**src/rtl/fetch_pkg.sv**
```systemverilog
// Shared types and constants for the instruction-fetch controller.
package fetch_pkg;
  typedef enum logic [1:0] {IDLE, RUN, DONE, FAULT} fetch_state_e;

  localparam logic [31:0] INSTR_BYTES = 32'd4;
  localparam logic [1:0]  ALIGN_MASK  = 2'b11;

  function automatic logic misaligned(input logic [31:0] addr);
    return (addr[1:0] & ALIGN_MASK) != 2'b00;
  endfunction
endpackage

```
**src/rtl/fetch_out_stage.sv**
```systemverilog
// Single-entry valid/ready holding register between fetch and decode.
module fetch_out_stage (
  input  logic        clk_i,
  input  logic        rst_i,
  input  logic        load_i,
  input  logic        flush_i,
  input  logic        ready_i,
  input  logic [31:0] data_i,
  input  logic [31:0] pc_i,
  output logic        valid_o,
  output logic [31:0] data_o,
  output logic [31:0] pc_o
);
  logic        valid_q, valid_d;
  logic [31:0] data_q, data_d, pc_q, pc_d;

  // Flush wins over load; a consumed word with no replacement empties the stage.
  always_comb begin
    valid_d = valid_q;
    data_d  = data_q;
    pc_d    = pc_q;
    if (flush_i) begin
      valid_d = 1'b0;
    end else if (load_i) begin
      valid_d = 1'b1;
      data_d  = data_i;
      pc_d    = pc_i;
    end else if (ready_i) begin
      valid_d = 1'b0;
    end
  end

  always_ff @(posedge clk_i or posedge rst_i) begin
    if (rst_i) begin
      valid_q <= 1'b0;
      data_q  <= 32'h0;
      pc_q    <= 32'h0;
    end else begin
      valid_q <= valid_d;
      data_q  <= data_d;
      pc_q    <= pc_d;
    end
  end

  assign valid_o = valid_q;
  assign data_o  = data_q;
  assign pc_o    = pc_q;
endmodule

```
**src/rtl/fetch_unit.sv**
```systemverilog
// Fetch controller: owns the PC, sequences instruction_memory, handles redirects,
// end-of-program stop and misaligned-target faults.
module fetch_unit
  import fetch_pkg::*;
#(
  parameter logic [31:0] BOOT_ADDR = 32'd0,
  parameter logic [31:0] END_ADDR  = 32'd28
) (
  input  logic        clk,
  input  logic        reset,
  input  logic        start,
  output logic [31:0] imem_sel,
  input  logic [31:0] imem_data,
  input  logic        redirect_valid,
  input  logic [31:0] redirect_target,
  output logic        inst_valid,
  input  logic        inst_ready,
  output logic [31:0] inst_out,
  output logic [31:0] inst_pc,
  output logic        done,
  output logic        fault
);
  fetch_state_e state_q, state_d;
  logic [31:0]  pc_q, pc_d;
  logic         done_q, fault_q;
  logic         load, flush, load_opp;

  assign load_opp = !inst_valid || inst_ready;

  always_comb begin
    state_d = state_q;
    pc_d    = pc_q;
    load    = 1'b0;
    flush   = 1'b0;
    case (state_q)
      IDLE: begin
        if (start) begin
          pc_d    = BOOT_ADDR;
          state_d = RUN;
        end
      end
      RUN, DONE: begin
        // Redirect beats the normal load; a bad target leaves the PC where it was.
        if (redirect_valid) begin
          flush = 1'b1;
          if (misaligned(redirect_target)) begin
            state_d = FAULT;
          end else begin
            pc_d    = redirect_target;
            state_d = RUN;
          end
        end else if (state_q == RUN && load_opp) begin
          if (pc_q != END_ADDR) begin
            load = 1'b1;
            pc_d = pc_q + INSTR_BYTES;
          end else begin
            state_d = DONE;
          end
        end
      end
      default: ;
    endcase
  end

  // DONE is only entered on a cycle that leaves the output stage empty.
  always_ff @(posedge clk or posedge reset) begin
    if (reset) begin
      state_q <= IDLE;
      pc_q    <= BOOT_ADDR;
      done_q  <= 1'b0;
      fault_q <= 1'b0;
    end else begin
      state_q <= state_d;
      pc_q    <= pc_d;
      done_q  <= (state_d == DONE);
      fault_q <= (state_d == FAULT);
    end
  end

  fetch_out_stage u_out (
    .clk_i   (clk),
    .rst_i   (reset),
    .load_i  (load),
    .flush_i (flush),
    .ready_i (inst_ready),
    .data_i  (imem_data),
    .pc_i    (pc_q),
    .valid_o (inst_valid),
    .data_o  (inst_out),
    .pc_o    (inst_pc)
  );

  assign imem_sel = pc_q;
  assign done     = done_q;
  assign fault    = fault_q;
endmodule

```
**config.mk**
```make
export PLATFORM = sky130hd
export DESIGN_NAME = fetch_unit
export DESIGN_NICKNAME = d
export VERILOG_FILES = /design/src/rtl/fetch_pkg.sv /design/src/rtl/fetch_out_stage.sv /design/src/rtl/fetch_unit.sv
export SDC_FILE = /design/constraint.sdc
export NUM_CORES = 1
export LEC_CHECK = 0
export BUFFER_PORTS_ARGS = -buffer_cell sky130_fd_sc_hd__buf_2
export CORE_UTILIZATION = 52
export DETAILED_ROUTE_END_ITERATION = 10
export PLACE_DENSITY_LB_ADDON = 0.1
export SLEW_MARGIN = 20
export SYNTH_ARGS = -nofsm -noshare
export SYNTH_HDL_FRONTEND = slang
export SYNTH_HIERARCHICAL = 1
export SYNTH_SLANG_ARGS = --single-unit
```
**constraint.sdc**
```tcl
create_clock -name clk -period 2.9 [get_ports clk]
set_input_delay 0.58 -clock clk [delete_from_list [all_inputs] [get_ports clk]]
set_output_delay 0.58 -clock clk [all_outputs]
set_load 0.1 [all_outputs]
```
Word level (Yosys, flattened, before mapping)
Index checks and enable logic that the tools add are counted.

operators by class
  $add $sub $neg = 1
  eq/ne operators = 9
  muxes and demuxes = 21
  bitwise operators = 1
  reductions and logical operators = 10

operator list
  operator                 number
  $mux W32                 5
  $pmux W32 S2             1
  $add A32 B3 Y32 const B  1
  $ne A32 B5 Y1 const B    1
  $mux W2                  5
  $mux W1                  9
  $ne A3 B3 Y1 const B     3
  $eq A2 B2 Y1 const B     3
  $reduce_and A5 Y1        1
  $pmux W2 S2              1
  $reduce_bool A2 Y1       2
  $reduce_bool A3 Y1       1
  $eq A2 B1 Y1 const B     1
  $logic_not A2 Y1         1
  $ne A2 B2 Y1 const B     1
  $reduce_and A2 Y1        1
  $reduce_or A2 Y1         1
  $logic_and A1 B1 Y1      1
  $logic_not A1 Y1         1
  $logic_or A1 B1 Y1       1
  $not A1 Y1               1

storage, ports and cells
  register bits after elaboration = 101
  bits of input ports = 69
  output and inout bits = 99

Longest topological paths before layout
  word-level depth = 8
  depth in mapped cells = 9
  mapped depth without buffers = 7

By module
Netlist, hierarchy kept.

by module, submodules not included
  module           times used  cells each  area each (um2)  sequential area each (um2)
  fetch_out_stage  1           141         2745.1           1626.6
  fetch_unit       1           313         2648.8           900.9

Least setup slack after synthesis
OpenSTA, ideal clock, no wires.

  path kind = reg-to-reg
  from = register pc_q[12], in the netlist imem_sel[12]
  to = register u_out.data_q[0], in the netlist u_out/data_o[0]
  setup time = 0.126 ns
  arrival time = 2.912 ns
  setup slack = -0.138 ns
  stages on the path, launching flop included = 10
  buffers on the path = 3
  cell sequence = dfrtp_1 > buf_2 > or4_1 > nor4_2 > nand4_2 > nor3b_1 > nor2b_4 > buf_12 > buf_12 > mux2_4

on the way
  cells in the longest elaborated chain, start to end = 6

RTL lines
  element                             RTL line               source
  from (decl)                         fetch_unit.sv:24       logic [31:0] pc_q, pc_d;
  from (signal assigned)              fetch_unit.sv:74       pc_q <= pc_d;
  $ne A32 B5 Y1                       fetch_unit.sv:53       if (pc_q != END_ADDR) begin
  $mux W1                             fetch_unit.sv:53
  $mux W1                             fetch_unit.sv:52       end else if (state_q == RUN && load_opp) begin
  $mux W1                             fetch_unit.sv:44       if (redirect_valid) begin
  $mux W1                             fetch_unit.sv:35       case (state_q)
  named net load                      fetch_unit.sv:26       logic load, flush, load_opp;
  $reduce_and A2 Y1 (no source line)  n/a
  to (signal assigned)                fetch_out_stage.sv:40  data_q <= data_d;
  to (decl)                           fetch_out_stage.sv:15  logic [31:0] data_q, data_d, pc_q, pc_d;

The timed path passes the listed nets, and every way through them passes these cells.
A chain may end at the register's enable or synchronous reset.

Worst setup path in the final report
  from = register state_q[0]
  to = register pc_q[19], in the netlist imem_sel[19]

on the way
  cells in the longest elaborated chain, start to end = 4
  elaborated cells between the ends (all ways) = 12
  classes of those cells = eq/ne (6); mux (1); reduce/logical (5)

RTL lines
  element                                                              RTL line                            source
  from (decl)                                                          fetch_unit.sv:23                    fetch_state_e state_q, state_d;
  from (signal assigned)                                               fetch_unit.sv:73                    state_q <= state_d;
  $eq A2 B1 Y1 or $eq A2 B2 Y1 (tied branches)                         fetch_unit.sv:35, fetch_unit.sv:52
  $reduce_or A2 Y1 or $logic_and A1 B1 Y1 (tied branches)              fetch_unit.sv:35, fetch_unit.sv:52
  $ne A3 B3 Y1 (no source line) or $reduce_bool A2 Y1 (tied branches)  n/a
  $reduce_and A5 Y1 (no source line)                                   n/a

Several ways; a longest one is shown, not always the timed one.

==> impl_metrics.csv <==
group,metric,value,unit
outcome,run_status,"finished, final reports clean",
cts,cts.repair_timing.setup_buffer_count,0,
timing,fin_setup_tns,0,ns
timing,worst_slew_margin_rel,47.66,%
global_route,antenna_found_initial,0,
die,die_y,103.8,µm
timing,skew,0.01407,ns
logic_synthesis,postSynth.topFlopCell,"dfrtp_1",
worst_setup_path,arrival_time_at_the_worst_endpoint,2.77,ns
layout,finalCoreUtilization,66.22,%
cts,worst_skew_pair.late_latency,0.39,ns
timing,unrepaired_setup_endpoints_after_global_routing,"false",
logic_synthesis,number_of_flops_mapped_to_enable_cells_by_yosys,0,
drt,totalWireLength,14.09,mm
logic_synthesis,ys_warns,6,
drt,met3WireLength,931,µm
logic_synthesis,synthDistinctLibCells,53,
die,dieWidth,103.8,µm
cts,cts_root_buf,"clkbuf_8",
global_route,groute.usage.overall,27.17,%
cts,cts_hold_buffers,0,
logic_synthesis,post_synth_inst_count,454,
worst_setup_path,timing.reg2reg.worst_path_depth,8,
logic_synthesis,total_of_flip_flops_plus_latches_after_synthesis,101,
cts,postCtsResizedCells,0,
worst_setup_path,worstReg2RegEnd,"imem_sel[19]",
worst_setup_path,end_kind,"register",
global_route,wire_length_of_the_first_global_routing_pass,23.38,mm
global_route,grt_start_max_net_pins,38,
logic_synthesis,netlist.top_cell.by_area,"dfrtp_1",
logic_synthesis,async_set_or_reset_flop_fraction_in_the_synthesized_netlist,100.0,%
worst_setup_path,maximum_fanout_along_the_worst_path,19,
logic_synthesis,mappedNetlistArea,5394,µm²
min_path,hp-class,"input port to async pin",
place,placedInstanceArea,6356,µm²
die,start_util,54.43,%
logic_synthesis,synth.area.top_cells,"dfrtp_1 47%, mux2_4 17%, a32o_1 3.2%",
drt,drc,0,
logic_synthesis,synth.top_cell.area_share,46.86,%
place,dp_hpwl,10.03,mm
worst_setup_path,setup.worst_path.end,"imem_sel[19]",
place,numPortBuffers,167,
cts,cts_max_level,3,
drt,drt_first_iter_violations,310,
layout,layout-drive-gt1-share,45.22,%
die,die_area,10780,µm²
cts,tritoncts.num_buffers,9,
timing,worstMarginPinSlew,0.7792,ns
cts,cts_tree,"done",
global_route,grt_pass1_vias,4415,
cts,number_of_clock_sinks,101,
timing,finalHoldWorstSlack,0.2780,ns
timing,finalSetupViolations,0,
worst_setup_path,reg2reg_setup_slack,0.41,ns
worst_setup_path,nature_of_the_critical_path_startpoint,"register",
timing,clock.fmax,402.3,MHz
layout,final_nets,696,
drt,avgViaCountPerCell,5.959,
logic_synthesis,synth_fp_nets,527,
timing,report.final.hold_viol_count,0,
timing,slew_viol_final,0,
worst_setup_path,worstSetupPathType,"register to register",
drt,wl_per_cell,18.51,µm
drt,detail_route.first_pass.iterations,5,
layout,layout.filler_cells,798,
drt,routedLengthMet1,6.264,mm
worst_setup_path,crit_path_start,"state_q[0]",
timing,layout_worst_path_cycle_share,85.70,%
drt,detailroute.wirelength.met2,6.657,mm
logic_synthesis,seq_area_frac_synth,46.86,%
worst_setup_path,worst_ep_required_time,3.19,ns
layout,most_frequent_standard_cell_in_the_layout_excluding_fill_and_tap_cells,"buf_2",
flow_run,timing.max_cap.violations,0,
die,rows,36,
layout,layout_common_cells,"167 x buf_2, 95 x dfrtp_1, 60 x mux2_4",
die,boundaryPins,168,
drt,vias,4535,
cts,max-clock-path-buffers,2,
drt,dr.max_layer_used,"met4",
drt,antenna_left,0,
layout,diodes,0,
die,design.core.area,9910,µm²
timing,layout_min_cycle_time,2.485,ns
place,finalWeightedCongestion,0.9406,
layout,area_growth,21.67,%
layout,postLayoutCellArea,6563,µm²
cts,cts.reportedPaths.clkPinSlew,0.11,ns
logic_synthesis,syn_avg_cell_area,11.88,µm²
worst_setup_path,critical_path.reg2reg.startpoint,"state_q[0]",
global_route,overflow,0,
worst min-delay path by stage:
stage                         start         endpoint  slack (ns)  cells after the start
finish                        reset   u_out/pc_o[20]        0.28                      2
detailed placement  u_out/data_o[2]  u_out/data_o[2]        0.49                      1
global route                  reset  u_out/data_o[6]        0.32                      2
CTS                           reset  u_out/data_o[5]        0.29                      2
floorplan                  register         register        0.54                      2
global placement     u_out/pc_o[23]   u_out/pc_o[23]        0.48                      1
stage by stage:
| step | worst slack [ns] | instances |
|---|---|---|
| after global placement | 0.4785 | 745 |
| after CTS | 0.4194 | 761 |
| final | 0.4146 | 761 |
| after detailed placement | 0.4344 | 745 |
| after floorplan | 0.005588 | 454 |
| after global routing | 0.2358 | 761 |
registers in the layout, indices dropped and copies added, names as in the netlist, named ones only:
| register | flops |
|---|---|
| u_out/valid_o | 1 |
| done | 1 |
| u_out/pc_o | 32 |
| imem_sel | 32 |
| state_q | 1 |
| u_out/data_o | 32 |
| fault | 1 |
cells in the mapped netlist (6+ instances only):
cell and instances:
clkbuf_1 9, nor2_1 23, buf_12 7, nand2_1 23
a21oi_1 10, nor4_1 13, inv_1 15, a32o_1 17
buf_2 9, or3_1 8, nand4_1 12, a22o_1 6
nor3_1 13, dfrtp_1 101, nand3_1 16, mux2_4 60
o21ai_0 16, o31ai_1 12
kinds of logic after synthesis:
logic type / count (synthesis) / synth area share, %
xor+xnor: 1 / 0.1624
compound gates: 90 / 12.90
buf+inv: 44 / 5.404
simple gates: 147 / 15.66
mux: 67 / 18.09
flops: 101 / 46.86
fa+ha+maj: 4 / 0.9279
layout make-up:
class,instances,area (µm²),area share [%]
clock buffer,10,137.6,2.097
timing repair buffer,187,1023,15.60
inverter,15,56.30,0.8580
multi-input combinational,309,2575,39.24
clock inverter,6,68.82,1.049
tap,133,166.4,2.536
sequential,101,2535,38.63
layer usage:
metal	GRT usage [%]	vias up
met5	0	-
met4	8.163	0
met3	6.104	21
met2	42.48	217
met1	37.78	2225
li1	-	2072
worst max-delay path: stages, from the launching register on:
cell,delay (ns)
dfrtp_1,0.39
inv_1,0.08
ha_1,0.43
inv_1,0.17
nor2_1,0.12
a221o_1,0.40
buf_12,0.17
or3_1,0.36
a32o_1,0.26
Power is not shown: default switching activity piles up to over one toggle a cycle in this logic, so the estimate is an artifact.
